===== src/rtl/alu_sequencer_if.sv =====
// alu_sequencer_if: command channel, response channel, sticky control and
// ALU operand/result bus for the registered ALU front end.
// slave  = the sequencer side, master = the side that drives commands and
// hosts the combinational ALU.
//
// Handshake rule for both channels: a transfer happens on a rising clk edge
// where valid and ready are both high; the initiator holds valid and its
// payload stable until that edge, and valid never depends combinationally
// on ready.
interface alu_sequencer_if #(
    parameter int N = 32
);
    // Command channel
    logic         cmd_valid;
    logic         cmd_ready;
    logic [3:0]   cmd_op;
    logic [N-1:0] cmd_a;
    logic [N-1:0] cmd_b;
    logic         cmd_acc;

    // Response channel
    logic         rsp_valid;
    logic         rsp_ready;
    logic [N-1:0] rsp_z;
    logic         rsp_overflow;
    logic         rsp_zero;
    logic         rsp_equal;
    logic         rsp_err;

    // Sticky overflow
    logic         sticky_ovf;
    logic         clr_sticky;

    // ALU attachment
    logic [N-1:0] alu_x;
    logic [N-1:0] alu_y;
    logic [3:0]   alu_op;
    logic [N-1:0] alu_z;
    logic         alu_overflow;
    logic         alu_equal;
    logic         alu_zero;

    modport slave (
        input  cmd_valid, cmd_op, cmd_a, cmd_b, cmd_acc,
        output cmd_ready,
        output rsp_valid, rsp_z, rsp_overflow, rsp_zero, rsp_equal, rsp_err,
        input  rsp_ready,
        output sticky_ovf,
        input  clr_sticky,
        output alu_x, alu_y, alu_op,
        input  alu_z, alu_overflow, alu_equal, alu_zero
    );

    modport master (
        output cmd_valid, cmd_op, cmd_a, cmd_b, cmd_acc,
        input  cmd_ready,
        input  rsp_valid, rsp_z, rsp_overflow, rsp_zero, rsp_equal, rsp_err,
        output rsp_ready,
        input  sticky_ovf,
        output clr_sticky,
        input  alu_x, alu_y, alu_op,
        output alu_z, alu_overflow, alu_equal, alu_zero
    );
endinterface


===== src/rtl/alu_sequencer.sv =====
// alu_sequencer: registered command front end for a 32-bit combinational ALU.
// One command at a time: IDLE accepts and loads the ALU operand registers,
// EXEC lets the ALU settle for one cycle and captures its outputs, RESP holds
// the captured response until the consumer takes it. An accumulator keeps
// the last good result so commands can chain on it, and a sticky flag
// remembers any overflow until software clears it.
// Debug outputs expose the FSM state and the accumulator.
module alu_sequencer (
    input  logic                 clk,
    input  logic                 rstb,
    alu_sequencer_if.slave       sif,
    output logic [1:0]           state_o,
    output logic [31:0]          acc_o
);

    typedef enum logic [1:0] {
        IDLE = 2'd0,
        EXEC = 2'd1,
        RESP = 2'd2
    } state_t;

    state_t      state_q;
    logic        cmd_ready_q;
    logic        rsp_valid_q;
    logic [31:0] rsp_z_q;
    logic        rsp_overflow_q;
    logic        rsp_zero_q;
    logic        rsp_equal_q;
    logic        rsp_err_q;
    logic        err_q;
    logic [31:0] acc_q;
    logic        sticky_q;
    logic [31:0] alu_x_q;
    logic [31:0] alu_y_q;
    logic [3:0]  alu_op_q;

    logic        err_d;
    logic [31:0] alu_x_d;

    // Decode reserved op codes and select the X source for an incoming command.
    always_comb begin
        err_d   = (sif.cmd_op == 4'd4) || (sif.cmd_op >= 4'd11);
        alu_x_d = sif.cmd_acc ? acc_q : sif.cmd_a;
    end

    // Sequencer FSM with all its registered outputs, accumulator and sticky flag.
    always_ff @(posedge clk) begin
        if (!rstb) begin
            state_q        <= IDLE;
            cmd_ready_q    <= 1'b1;
            rsp_valid_q    <= 1'b0;
            rsp_z_q        <= '0;
            rsp_overflow_q <= 1'b0;
            rsp_zero_q     <= 1'b0;
            rsp_equal_q    <= 1'b0;
            rsp_err_q      <= 1'b0;
            err_q          <= 1'b0;
            acc_q          <= '0;
            sticky_q       <= 1'b0;
            alu_x_q        <= '0;
            alu_y_q        <= '0;
            alu_op_q       <= '0;
        end else begin
            // Clear first so a same-cycle set in EXEC overrides it.
            if (sif.clr_sticky) begin
                sticky_q <= 1'b0;
            end

            case (state_q)
                IDLE: begin
                    if (sif.cmd_valid) begin
                        alu_x_q     <= alu_x_d;
                        alu_y_q     <= sif.cmd_b;
                        alu_op_q    <= sif.cmd_op;
                        err_q       <= err_d;
                        cmd_ready_q <= 1'b0;
                        state_q     <= EXEC;
                    end
                end

                EXEC: begin
                    // ALU inputs have been stable for a full cycle; capture.
                    if (err_q) begin
                        rsp_z_q        <= '0;
                        rsp_overflow_q <= 1'b0;
                        rsp_zero_q     <= 1'b0;
                        rsp_equal_q    <= 1'b0;
                        rsp_err_q      <= 1'b1;
                    end else begin
                        rsp_z_q        <= sif.alu_z;
                        rsp_overflow_q <= sif.alu_overflow;
                        rsp_zero_q     <= sif.alu_zero;
                        rsp_equal_q    <= sif.alu_equal;
                        rsp_err_q      <= 1'b0;
                        acc_q          <= sif.alu_z;
                        if (sif.alu_overflow) begin
                            sticky_q <= 1'b1;
                        end
                    end
                    rsp_valid_q <= 1'b1;
                    state_q     <= RESP;
                end

                RESP: begin
                    if (sif.rsp_ready) begin
                        rsp_valid_q <= 1'b0;
                        cmd_ready_q <= 1'b1;
                        state_q     <= IDLE;
                    end
                end

                default: begin
                    rsp_valid_q <= 1'b0;
                    cmd_ready_q <= 1'b1;
                    state_q     <= IDLE;
                end
            endcase
        end
    end

    assign sif.cmd_ready    = cmd_ready_q;
    assign sif.rsp_valid    = rsp_valid_q;
    assign sif.rsp_z        = rsp_z_q;
    assign sif.rsp_overflow = rsp_overflow_q;
    assign sif.rsp_zero     = rsp_zero_q;
    assign sif.rsp_equal    = rsp_equal_q;
    assign sif.rsp_err      = rsp_err_q;
    assign sif.sticky_ovf   = sticky_q;
    assign sif.alu_x        = alu_x_q;
    assign sif.alu_y        = alu_y_q;
    assign sif.alu_op       = alu_op_q;

    assign state_o = state_q;
    assign acc_o   = acc_q;

endmodule


===== src/flat_wrapper.sv =====
// flat-port wrapper written by rule: the top's interface ports become plain ports
module alu_sequencer_flat 
  (clk, rstb, state_o, acc_o, sif_cmd_valid, sif_cmd_op, sif_cmd_a, sif_cmd_b, sif_cmd_acc, sif_cmd_ready, sif_rsp_valid, sif_rsp_z, sif_rsp_overflow, sif_rsp_zero, sif_rsp_equal, sif_rsp_err, sif_rsp_ready, sif_sticky_ovf, sif_clr_sticky, sif_alu_x, sif_alu_y, sif_alu_op, sif_alu_z, sif_alu_overflow, sif_alu_equal, sif_alu_zero);
  alu_sequencer_if sif_i ();
  input  logic clk;
  input  logic rstb;
  output logic [1:0] state_o;
  output logic [31:0] acc_o;
  input wire logic [$bits(sif_i.cmd_valid)-1:0] sif_cmd_valid;
  input wire logic [$bits(sif_i.cmd_op)-1:0] sif_cmd_op;
  input wire logic [$bits(sif_i.cmd_a)-1:0] sif_cmd_a;
  input wire logic [$bits(sif_i.cmd_b)-1:0] sif_cmd_b;
  input wire logic [$bits(sif_i.cmd_acc)-1:0] sif_cmd_acc;
  output wire logic [$bits(sif_i.cmd_ready)-1:0] sif_cmd_ready;
  output wire logic [$bits(sif_i.rsp_valid)-1:0] sif_rsp_valid;
  output wire logic [$bits(sif_i.rsp_z)-1:0] sif_rsp_z;
  output wire logic [$bits(sif_i.rsp_overflow)-1:0] sif_rsp_overflow;
  output wire logic [$bits(sif_i.rsp_zero)-1:0] sif_rsp_zero;
  output wire logic [$bits(sif_i.rsp_equal)-1:0] sif_rsp_equal;
  output wire logic [$bits(sif_i.rsp_err)-1:0] sif_rsp_err;
  input wire logic [$bits(sif_i.rsp_ready)-1:0] sif_rsp_ready;
  output wire logic [$bits(sif_i.sticky_ovf)-1:0] sif_sticky_ovf;
  input wire logic [$bits(sif_i.clr_sticky)-1:0] sif_clr_sticky;
  output wire logic [$bits(sif_i.alu_x)-1:0] sif_alu_x;
  output wire logic [$bits(sif_i.alu_y)-1:0] sif_alu_y;
  output wire logic [$bits(sif_i.alu_op)-1:0] sif_alu_op;
  input wire logic [$bits(sif_i.alu_z)-1:0] sif_alu_z;
  input wire logic [$bits(sif_i.alu_overflow)-1:0] sif_alu_overflow;
  input wire logic [$bits(sif_i.alu_equal)-1:0] sif_alu_equal;
  input wire logic [$bits(sif_i.alu_zero)-1:0] sif_alu_zero;
  assign sif_i.cmd_valid = sif_cmd_valid;
  assign sif_i.cmd_op = sif_cmd_op;
  assign sif_i.cmd_a = sif_cmd_a;
  assign sif_i.cmd_b = sif_cmd_b;
  assign sif_i.cmd_acc = sif_cmd_acc;
  assign sif_cmd_ready = sif_i.cmd_ready;
  assign sif_rsp_valid = sif_i.rsp_valid;
  assign sif_rsp_z = sif_i.rsp_z;
  assign sif_rsp_overflow = sif_i.rsp_overflow;
  assign sif_rsp_zero = sif_i.rsp_zero;
  assign sif_rsp_equal = sif_i.rsp_equal;
  assign sif_rsp_err = sif_i.rsp_err;
  assign sif_i.rsp_ready = sif_rsp_ready;
  assign sif_sticky_ovf = sif_i.sticky_ovf;
  assign sif_i.clr_sticky = sif_clr_sticky;
  assign sif_alu_x = sif_i.alu_x;
  assign sif_alu_y = sif_i.alu_y;
  assign sif_alu_op = sif_i.alu_op;
  assign sif_i.alu_z = sif_alu_z;
  assign sif_i.alu_overflow = sif_alu_overflow;
  assign sif_i.alu_equal = sif_alu_equal;
  assign sif_i.alu_zero = sif_alu_zero;
  alu_sequencer u_core (.clk(clk), .rstb(rstb), .sif(sif_i), .state_o(state_o), .acc_o(acc_o));
endmodule

===== config.mk =====
export PLATFORM = sky130hd
export DESIGN_NAME = alu_sequencer_flat
export DESIGN_NICKNAME = d
export VERILOG_FILES = /design/src/rtl/alu_sequencer_if.sv /design/src/rtl/alu_sequencer.sv /design/src/flat_wrapper.sv
export SDC_FILE = /design/constraint.sdc
export NUM_CORES = 1
export LEC_CHECK = 0
export CAP_MARGIN = 10
export CORE_ASPECT_RATIO = 0.7
export CORE_MARGIN = 2
export CORE_UTILIZATION = 56
export CTS_CLUSTER_SIZE = 10
export DETAILED_ROUTE_END_ITERATION = 6
export DONT_BUFFER_PORTS = 1
export PLACE_DENSITY = 0.74
export SLEW_MARGIN = 20
export SYNTH_ARGS = -nofsm -noshare
export SYNTH_HDL_FRONTEND = slang
export SYNTH_SLANG_ARGS = --single-unit

===== constraint.sdc =====
create_clock -name clk -period 1.3 [get_ports clk]
set_input_delay 0.195 -clock clk [delete_from_list [all_inputs] [get_ports clk]]
set_output_delay 0.195 -clock clk [all_outputs]
set_load 0.01 [all_outputs]

* Word-level counts from Yosys, hierarchy flattened
Index checks and enable logic that the tools add are counted.
** Word-level totals
- Bits in registers :: 142
- Bits in latches :: 0
- Memory bits (writable) :: 0
- ROM bits :: 0
- Bits of input ports :: 109
- Output and inout port bits :: 141
- Word-level logic and storage cells :: 48
- Memories kept :: 0
** Cells by class
- $add $sub $neg :: 0
- Multipliers :: 0
- Divide/modulo/power cells :: 0
- $lt $le $gt $ge :: 1
- Equality and inequality tests :: 5
- Shifts and indexed selects :: 0
- Mux-type cells :: 18
- Bitwise gates (word level) :: 3
- Reductions and logical operators :: 7
** Operator list (number)
- $mux W32 :: 2
- $mux W1 :: 11
- $reduce_and A2 Y1 :: 4
- $pmux W1 S3 :: 2
- $pmux W2 S3 :: 1
- $eq A4 B3 Y1 const B :: 1
- $ge A4 B4 Y1 const B :: 1
- $mux W2 :: 2
- $ne A2 B2 Y1 const B :: 2
- $not A1 Y1 :: 3
- $reduce_and A3 Y1 :: 1
- $eq A2 B1 Y1 const B :: 1
- $eq A2 B2 Y1 const B :: 1
- $logic_not A2 Y1 :: 1
- $logic_or A1 B1 Y1 :: 1

* Depth between registers and ports, before layout
Gate-level depths: netlist (run 1).
- Word-level depth :: 4
- Mapped depth :: 5
- Mapped depth without buffers :: 3

* Worst setup path before layout (run 1)
No wires, ideal clock.
- Path type :: reg2reg
- Start :: register u_core.state_q[0] (netlist: u_core.state_o[0])
- End :: register u_core.err_q
- Library setup time :: 121 ps
- Arrival time :: 1254 ps
- Required time :: 1179 ps
- Slack :: -75 ps
- Stages on the path, launching flop included :: 6
- Path buffers :: 2
- Clock period less this slack :: 1375 ps
- Cells stage by stage :: dfxtp_1 > or3b_1 > buf_2 > buf_6 > a31oi_1 > a21oi_1
** On the way
- Longest elaborated chain between the ends :: 2
** RTL lines
- from (decl) :: line alu_sequencer.sv:22 : state_t state_q;
- from (signal assigned) :: line alu_sequencer.sv:49 : state_q <= IDLE;
- from (signal assigned) :: line alu_sequencer.sv:77 : state_q <= EXEC;
- from (signal assigned) :: line alu_sequencer.sv:101 : state_q <= RESP;
- $logic_not A2 Y1 :: line alu_sequencer.sv:69 : case (state_q)
- $reduce_and A2 Y1 (no source line)
- to (signal assigned) :: line alu_sequencer.sv:75 : err_q <= err_d;
- to (decl) :: line alu_sequencer.sv:30 : logic err_q;
No other way between the ends.
A chain may end at the register's enable or synchronous reset.

* Worst setup path after layout (run 1)
- Start :: register u_core.state_q[0] (netlist: u_core.state_o[0])
- End :: register u_core.alu_y_q[6] (netlist: u_core.sif.alu_y[6])
** On the way
- Longest elaborated chain between the ends :: 2
** RTL lines
- $logic_not A2 Y1 :: line alu_sequencer.sv:69
- $reduce_and A2 Y1 (no source line)
- to (signal assigned) :: line alu_sequencer.sv:73 : alu_y_q <= sif.cmd_b;
- to (decl) :: line alu_sequencer.sv:34 : logic [31:0] alu_y_q;
No other way between the ends.

==> results.sh, run 1 <==
export IMPL_outcome="finished, violations left"
export IMPL_violations="negative hold slack, negative setup slack"
export IMPL_cts_buffers=17
export IMPL_cp_required_ps=1620
export IMPL_synth_area_mm2=0.00514
export IMPL_dieWidth_um=119
export IMPL_place_ws_ps=-67.2
export IMPL_power_frac_seq=0.471
export IMPL_final_util=0.753
export IMPL_finalSetupViolations=1
export IMPL_overflow=0
export IMPL_tns_ps=-7.00
export IMPL_core_area_mm2=0.00900
export IMPL_yosysTopAreaCell="dfxtp_1"
export IMPL_routed_via_density=6.01
export IMPL_clkPwrFrac=0.427
export IMPL_rsz0062_at_grt="true"
export IMPL_worst_slack_ps=-7.00
export IMPL_slew_headroom=0.822
export IMPL_fp_dieH_um=84.2
export IMPL_drv_slew=0
export IMPL_hold_class="in -> reg"
export IMPL_cts_root_buf="clkbuf_16"
export IMPL_power_mw=10.6
export IMPL_rows=29
export IMPL_pin_count=250
export IMPL_arrival_ps=1630
export IMPL_power_density_mw_per_mm2=1570
export IMPL_yosys_warnings=0
export IMPL_synth_edf_count=0
export IMPL_crit_path_start_kind="register"
export IMPL_initial_core_util=0.572
export IMPL_htree_levels=4
export IMPL_internal_power_mw=8.00
export IMPL_synthTopCellsByCount="dfxtp_1, nand2_1, a22o_1, a21boi_1, o211a_1"
export IMPL_syn_area_per_cell_um2=10.6
export IMPL_netlist_instances=487
export IMPL_grt_max_degree=81
export IMPL_route_vias_total=4175
export IMPL_syn_to_final_growth_pct=31.7
export IMPL_maxCapViolCount=0
export IMPL_synth_seq_cells=142
export IMPL_async_flop_share=0
export IMPL_clkSinkCount=142
export IMPL_leakagePower_nw=3.05
export IMPL_wire_per_inst_um=21.3
export IMPL_cts_buffer_depth=2
export IMPL_dp_hpwl_um=8610
export IMPL_drt_pass1_iter_count=5
export IMPL_antenna_found_initial=0
export IMPL_final_antenna_net_count=0
export IMPL_antenna_cells=0
export IMPL_layout_nets=668
export IMPL_hold_viol=77
export IMPL_ys_flop_type="dfxtp_1"
export IMPL_port_buffers=0
export IMPL_worst_pin_slew_ps=267
export IMPL_crit_fanout=15
export IMPL_wl_um=14800
export IMPL_synth_distinct_cells=24
export IMPL_fillers=585
export IMPL_cts_tree="done"
export IMPL_combinationalPowerShare=0.101
export IMPL_remaining_drc_errors=0
export IMPL_hold_slack_ps=-98.6
export IMPL_drt_iter0_markers=264
export IMPL_globalRouteTotalUtil=0.276
export IMPL_end_kind="register"
export IMPL_holdBufCountCts=68
export IMPL_grt_pass1_wl_um=21900
export IMPL_clk_pin_slew_ps=60
export IMPL_period_minus_slack_ps=1310
export IMPL_insertion_delay_ps=410
export IMPL_grt_pass1_vias=4103
export IMPL_clock_skew_ps=7.96
export IMPL_place_gp_congestion=0.759
export IMPL_synth_seq_area_share=0.553
export IMPL_crit_type="reg -> reg"
export IMPL_drive_above_1_share=0.116
export IMPL_fin_crit_sh=1.01
export IMPL_syn_num_nets=596
export IMPL_synth_most_common_cell="dfxtp_1"
export IMPL_yosysTopAreaCellShare=0.553
export IMPL_max_freq_mhz=765
export IMPL_power_switching_mw=2.61
export IMPL_vdd_ir_drop_max_mv=1.00
export IMPL_synth_area_top_cells="dfxtp_1, a22o_1, nand2_1, o211a_1, mux2i_1"
export IMPL_swShare=0.246
export IMPL_die_area_mm2=0.00998
[state kept, by name (all words and copies together), names as in the netlist]
register                 flops
u_core.state_o               2
u_core.acc_o                32
u_core.sif.alu_op            4
u_core.sif.rsp_z            32
u_core.sif.sticky_ovf        1
u_core.sif.rsp_valid         1
u_core.sif.alu_x            32
u_core.sif.cmd_ready         1
u_core.err_q                 1
u_core.sif.rsp_equal         1
u_core.sif.rsp_err           1
u_core.sif.rsp_zero          1
u_core.sif.rsp_overflow      1
u_core.sif.alu_y            32
[critical path, cell delays in order, from the launching register on]
cell	delay, ps
dfxtp_4	370
nor3b_4	230
buf_6	200
buf_16	160
nand2_1	90
a21boi_1	170
[final timing paths]
path	cells past startpoint	slack, ps	to	from
worst max-delay path	5	-7	u_core.sif.alu_y[6]	u_core.state_o[0]
worst min-delay path	1	-100	u_core.sif.cmd_ready	rstb
worst max register to register	5	-7	u_core.sif.alu_y[6]	u_core.state_o[0]
worst min register to register	2	500	u_core.sif.alu_y[26]	u_core.sif.alu_y[26]
[placed cells by master, fill, tap and decap left out, drive strengths merged, types with 2 or more instances in the layout]
master	count
nor3b	2
a22o	64
a21oi	3
nand3b	3
a21boi	40
o211a	33
nor2	3
o21ai	4
mux2i	32
o21a	2
nand2b	3
dlygate4sd3	68
and2	2
nand2	107
clkbuf	25
clkinvlp	4
dfxtp	142
buf	23
clkinv	4
nor2b	2
[routing by layer]
metal | track usage | vias up | part of all wire
li1 | - | 1889 | -
met1 | 0.332 | 2047 | 0.41
met2 | 0.455 | 219 | 0.48
met3 | 0.102 | 20 | 0.087
met4 | 0.109 | 0 | 0.019
met5 | 0 | - | 0
[area by class of cell]
| class | count | area, um^2 | area share |
|---|---|---|---|
| Multi-Input combinational cell | 303 | 2110 | 0.312 |
| Timing Repair Buffer | 95 | 1100 | 0.162 |
| Clock buffer | 21 | 470 | 0.0694 |
| Clock inverter | 10 | 88.8 | 0.0131 |
| Sequential cell | 142 | 2850 | 0.421 |
| Tap cell | 124 | 155 | 0.0229 |
[what timing repair did]
item	4_1_cts	5_1_grt
setup buffers	4	0
endpoints found under the hold margin	141	77
cloned	2	4
setup endpoints to repair	84	47
pin swaps	2	3
gates resized for setup	6	8
[cell families after synthesis]
group                  after synthesis  share of synthesized area
AOI/OAI and AO/OA                  147                      0.243
buffers and inverters               42                     0.0409
DFF                                142                      0.553
muxes                               32                     0.0623
and+or+nand+nor                    124                      0.101
[through the flow]
step	cell area (um^2)	hold WS, ps	std cells
after floorplan	5150	328	487
after global placement	5310	278	586
after detailed placement	5310	285	586
after CTS	6660	-136	691
after global routing	6770	-134	695
final	6770	-98.6	695
[power groups by stage]
stage | clock network (mW) | registers, mW | logic, mW
global placement | 0 | 5.08 | 0.696
CTS | 4.57 | 5.00 | 0.975
global route | 4.78 | 5.03 | 1.16
floorplan | 0 | 5.01 | 0.612
finish | 4.53 | 5.00 | 1.08
detailed placement | 0 | 5.09 | 0.727
No activity file was read; power rests on OpenSTA's default activity.
==> run 2, diff against run 1 <==
- GPL_ROUTABILITY_DRIVEN: default -> 1
- PLACE_DENSITY: 0.74 -> default
- PLACE_DENSITY_LB_ADDON: default -> 0.08
==> results.sh, run 2 (same netlist as run 1, synthesis figures left out) <==
export IMPL_wire_per_inst_um=20.9
export IMPL_cts_tree="done"
export IMPL_violations="negative hold slack"
export IMPL_reg2reg_slack_ps=10
export IMPL_drt_iter0_markers=265
export IMPL_grt_pass1_vias=4109
export IMPL_vdd_ir_drop_max_mv=1.26
export IMPL_holdCritStartpoint="rstb"
export IMPL_drive_above_1_share=0.113
export IMPL_crit_chain="nand2b_4, nor3b_4, buf_4, buf_12, a22o_1"
export IMPL_power_density_mw_per_mm2=1590
export IMPL_finalSetupViolations=0
export IMPL_grt_max_degree=81
export IMPL_cts_root_buf="clkbuf_16"
export IMPL_grt_pass1_wl_um=21400
export IMPL_end_kind="register"
export IMPL_met3_usage=0.105
export IMPL_maxCapViolCount=0
export IMPL_layout_nets=665
export IMPL_multi_input_area_mm2=0.00212
export IMPL_instances_no_fill=692
export IMPL_clk_pin_slew_ps=60
export IMPL_route_vias_total=4081
export IMPL_globalRouteTotalUtil=0.273
export IMPL_leakagePower_nw=3.02
export IMPL_hold_depth=1
export IMPL_drt_pass1_iter_count=4
export IMPL_hold_class="in -> reg"
export IMPL_seqCellArea_mm2=0.00285
export IMPL_drv_slew=0
export IMPL_final_antenna_net_count=0
export IMPL_final_util=0.743
export IMPL_holdBufCountCts=68
export IMPL_period_minus_slack_ps=1290
export IMPL_cts_buffer_depth=2
export IMPL_htree_levels=4
export IMPL_final_common_cell="dfxtp_1"
export IMPL_fp_dieH_um=84.2
export IMPL_slew_headroom=0.810
export IMPL_antenna_found_initial=0
export IMPL_crit_path_start_kind="register"
export IMPL_remaining_drc_errors=0
export IMPL_max_stage_delay_ps=340
export IMPL_antenna_cells=0
export IMPL_max_freq_mhz=778
export IMPL_cp_required_ps=1640
export IMPL_rows=29
export IMPL_hold_viol=77
export IMPL_timing_rr_end="u_core.sif.rsp_z[4]"
export IMPL_worstReg2RegStart="u_core.state_o[1]"
export IMPL_die_area_mm2=0.00998
export IMPL_routed_via_density=5.90
export IMPL_dp_hpwl_um=8610
export IMPL_use_met2=0.463
export IMPL_cts_buffers=17
export IMPL_crit_type="reg -> reg"
export IMPL_dieWidth_um=119
export IMPL_outcome="finished, violations left"
export IMPL_place_inst=583
export IMPL_final_cell_mix="dfxtp_1, nand2_1, dlygate4sd3_1"
export IMPL_fillers=635
export IMPL_use_met1=0.313
export IMPL_pin_count=250
export IMPL_arrival_ps=1630
export IMPL_hold_slack_ps=-96.6
export IMPL_rsz0062_at_grt="true"
export IMPL_holdPathEnd="u_core.sif.cmd_ready"
export IMPL_fin_crit_sh=0.989
export IMPL_overflow=0
export IMPL_grt_busiest_layer="met2"
export IMPL_initial_core_util=0.572
export IMPL_place_gp_congestion=0.770
export IMPL_port_buffers=0
export IMPL_clock_skew_ps=10.5
export IMPL_crit_fanout=12
export IMPL_tns_ps=0
export IMPL_wl_um=14400
export IMPL_insertion_delay_ps=410
export IMPL_core_area_mm2=0.00900
export IMPL_cp_slowest_cell="dfxtp_2"
export IMPL_clkSinkCount=142
export IMPL_worst_pin_slew_ps=285
export IMPL_rr_worst_depth=5
export IMPL_syn_to_final_growth_pct=30.0
[run 2: worst max path at each step]
| stage | startpoint | endpoint | slack, ps | cells after the start |
|---|---|---|---|---|
| floorplan | u_core.state_o[0] | u_core.err_q | -30 | 5 |
| global placement | u_core.state_o[1] | u_core.acc_o[13] | -0.9 | 4 |
| detailed placement | u_core.state_o[1] | u_core.sif.rsp_z[18] | -40 | 4 |
| CTS | u_core.state_o[0] | u_core.sif.alu_y[22] | -4 | 4 |
| global route | u_core.state_o[1] | u_core.sif.rsp_z[4] | -30 | 5 |
| finish | u_core.state_o[1] | u_core.sif.rsp_z[4] | 10 | 5 |
[run 2: area by class of cell]
cell class,instances,area share
Tap cell,124,0.0232
Clock buffer,19,0.0662
Clock inverter,12,0.0182
Multi-Input combinational cell,303,0.317
Timing Repair Buffer,92,0.150
Sequential cell,142,0.426
[run 2: repair_timing]
action                                  CTS  global route
cloned                                    1             4
pin swaps                                 0             2
hold endpoints to repair                141            77
endpoints found under the setup margin   87            78
buffers inserted                          2             4
resized for setup                         4             4
[run 2: per-layer routing]
layer,vias to the layer above,share of wire
li1,1880,-
met1,1992,0.40
met2,183,0.50
met3,26,0.080
met4,0,0.019
met5,-,0
[run 2: critical path: cells and delay by family, from the launching register on]
kind | cells | cell delay (ps)
AOI/OAI and AO/OA | 1 | 170
buffers and inverters | 2 | 320
DFF | 1 | 340
and+or+nand+nor | 2 | 390
[run 2: power breakdown]
| part | internal [mW] | switching (mW) |
|---|---|---|
| clock network | 2.84 | 1.77 |
| registers | 4.64 | 0.364 |
| logic | 0.565 | 0.447 |
| total | 8.04 | 2.58 |
[run 2: stage by stage]
step	area, um^2	power (mW)	hold WS, ps	setup slack, ps
2_1_floorplan	5150	5.62	328	-26.6
3_3_place_gp	5270	5.77	282	-0.915
3_5_place_dp	5270	5.80	300	-37.7
4_1_cts	6570	10.6	-129	-4.00
5_1_grt	6690	11.0	-102	-30.4
6_report	6690	10.6	-96.6	14.2
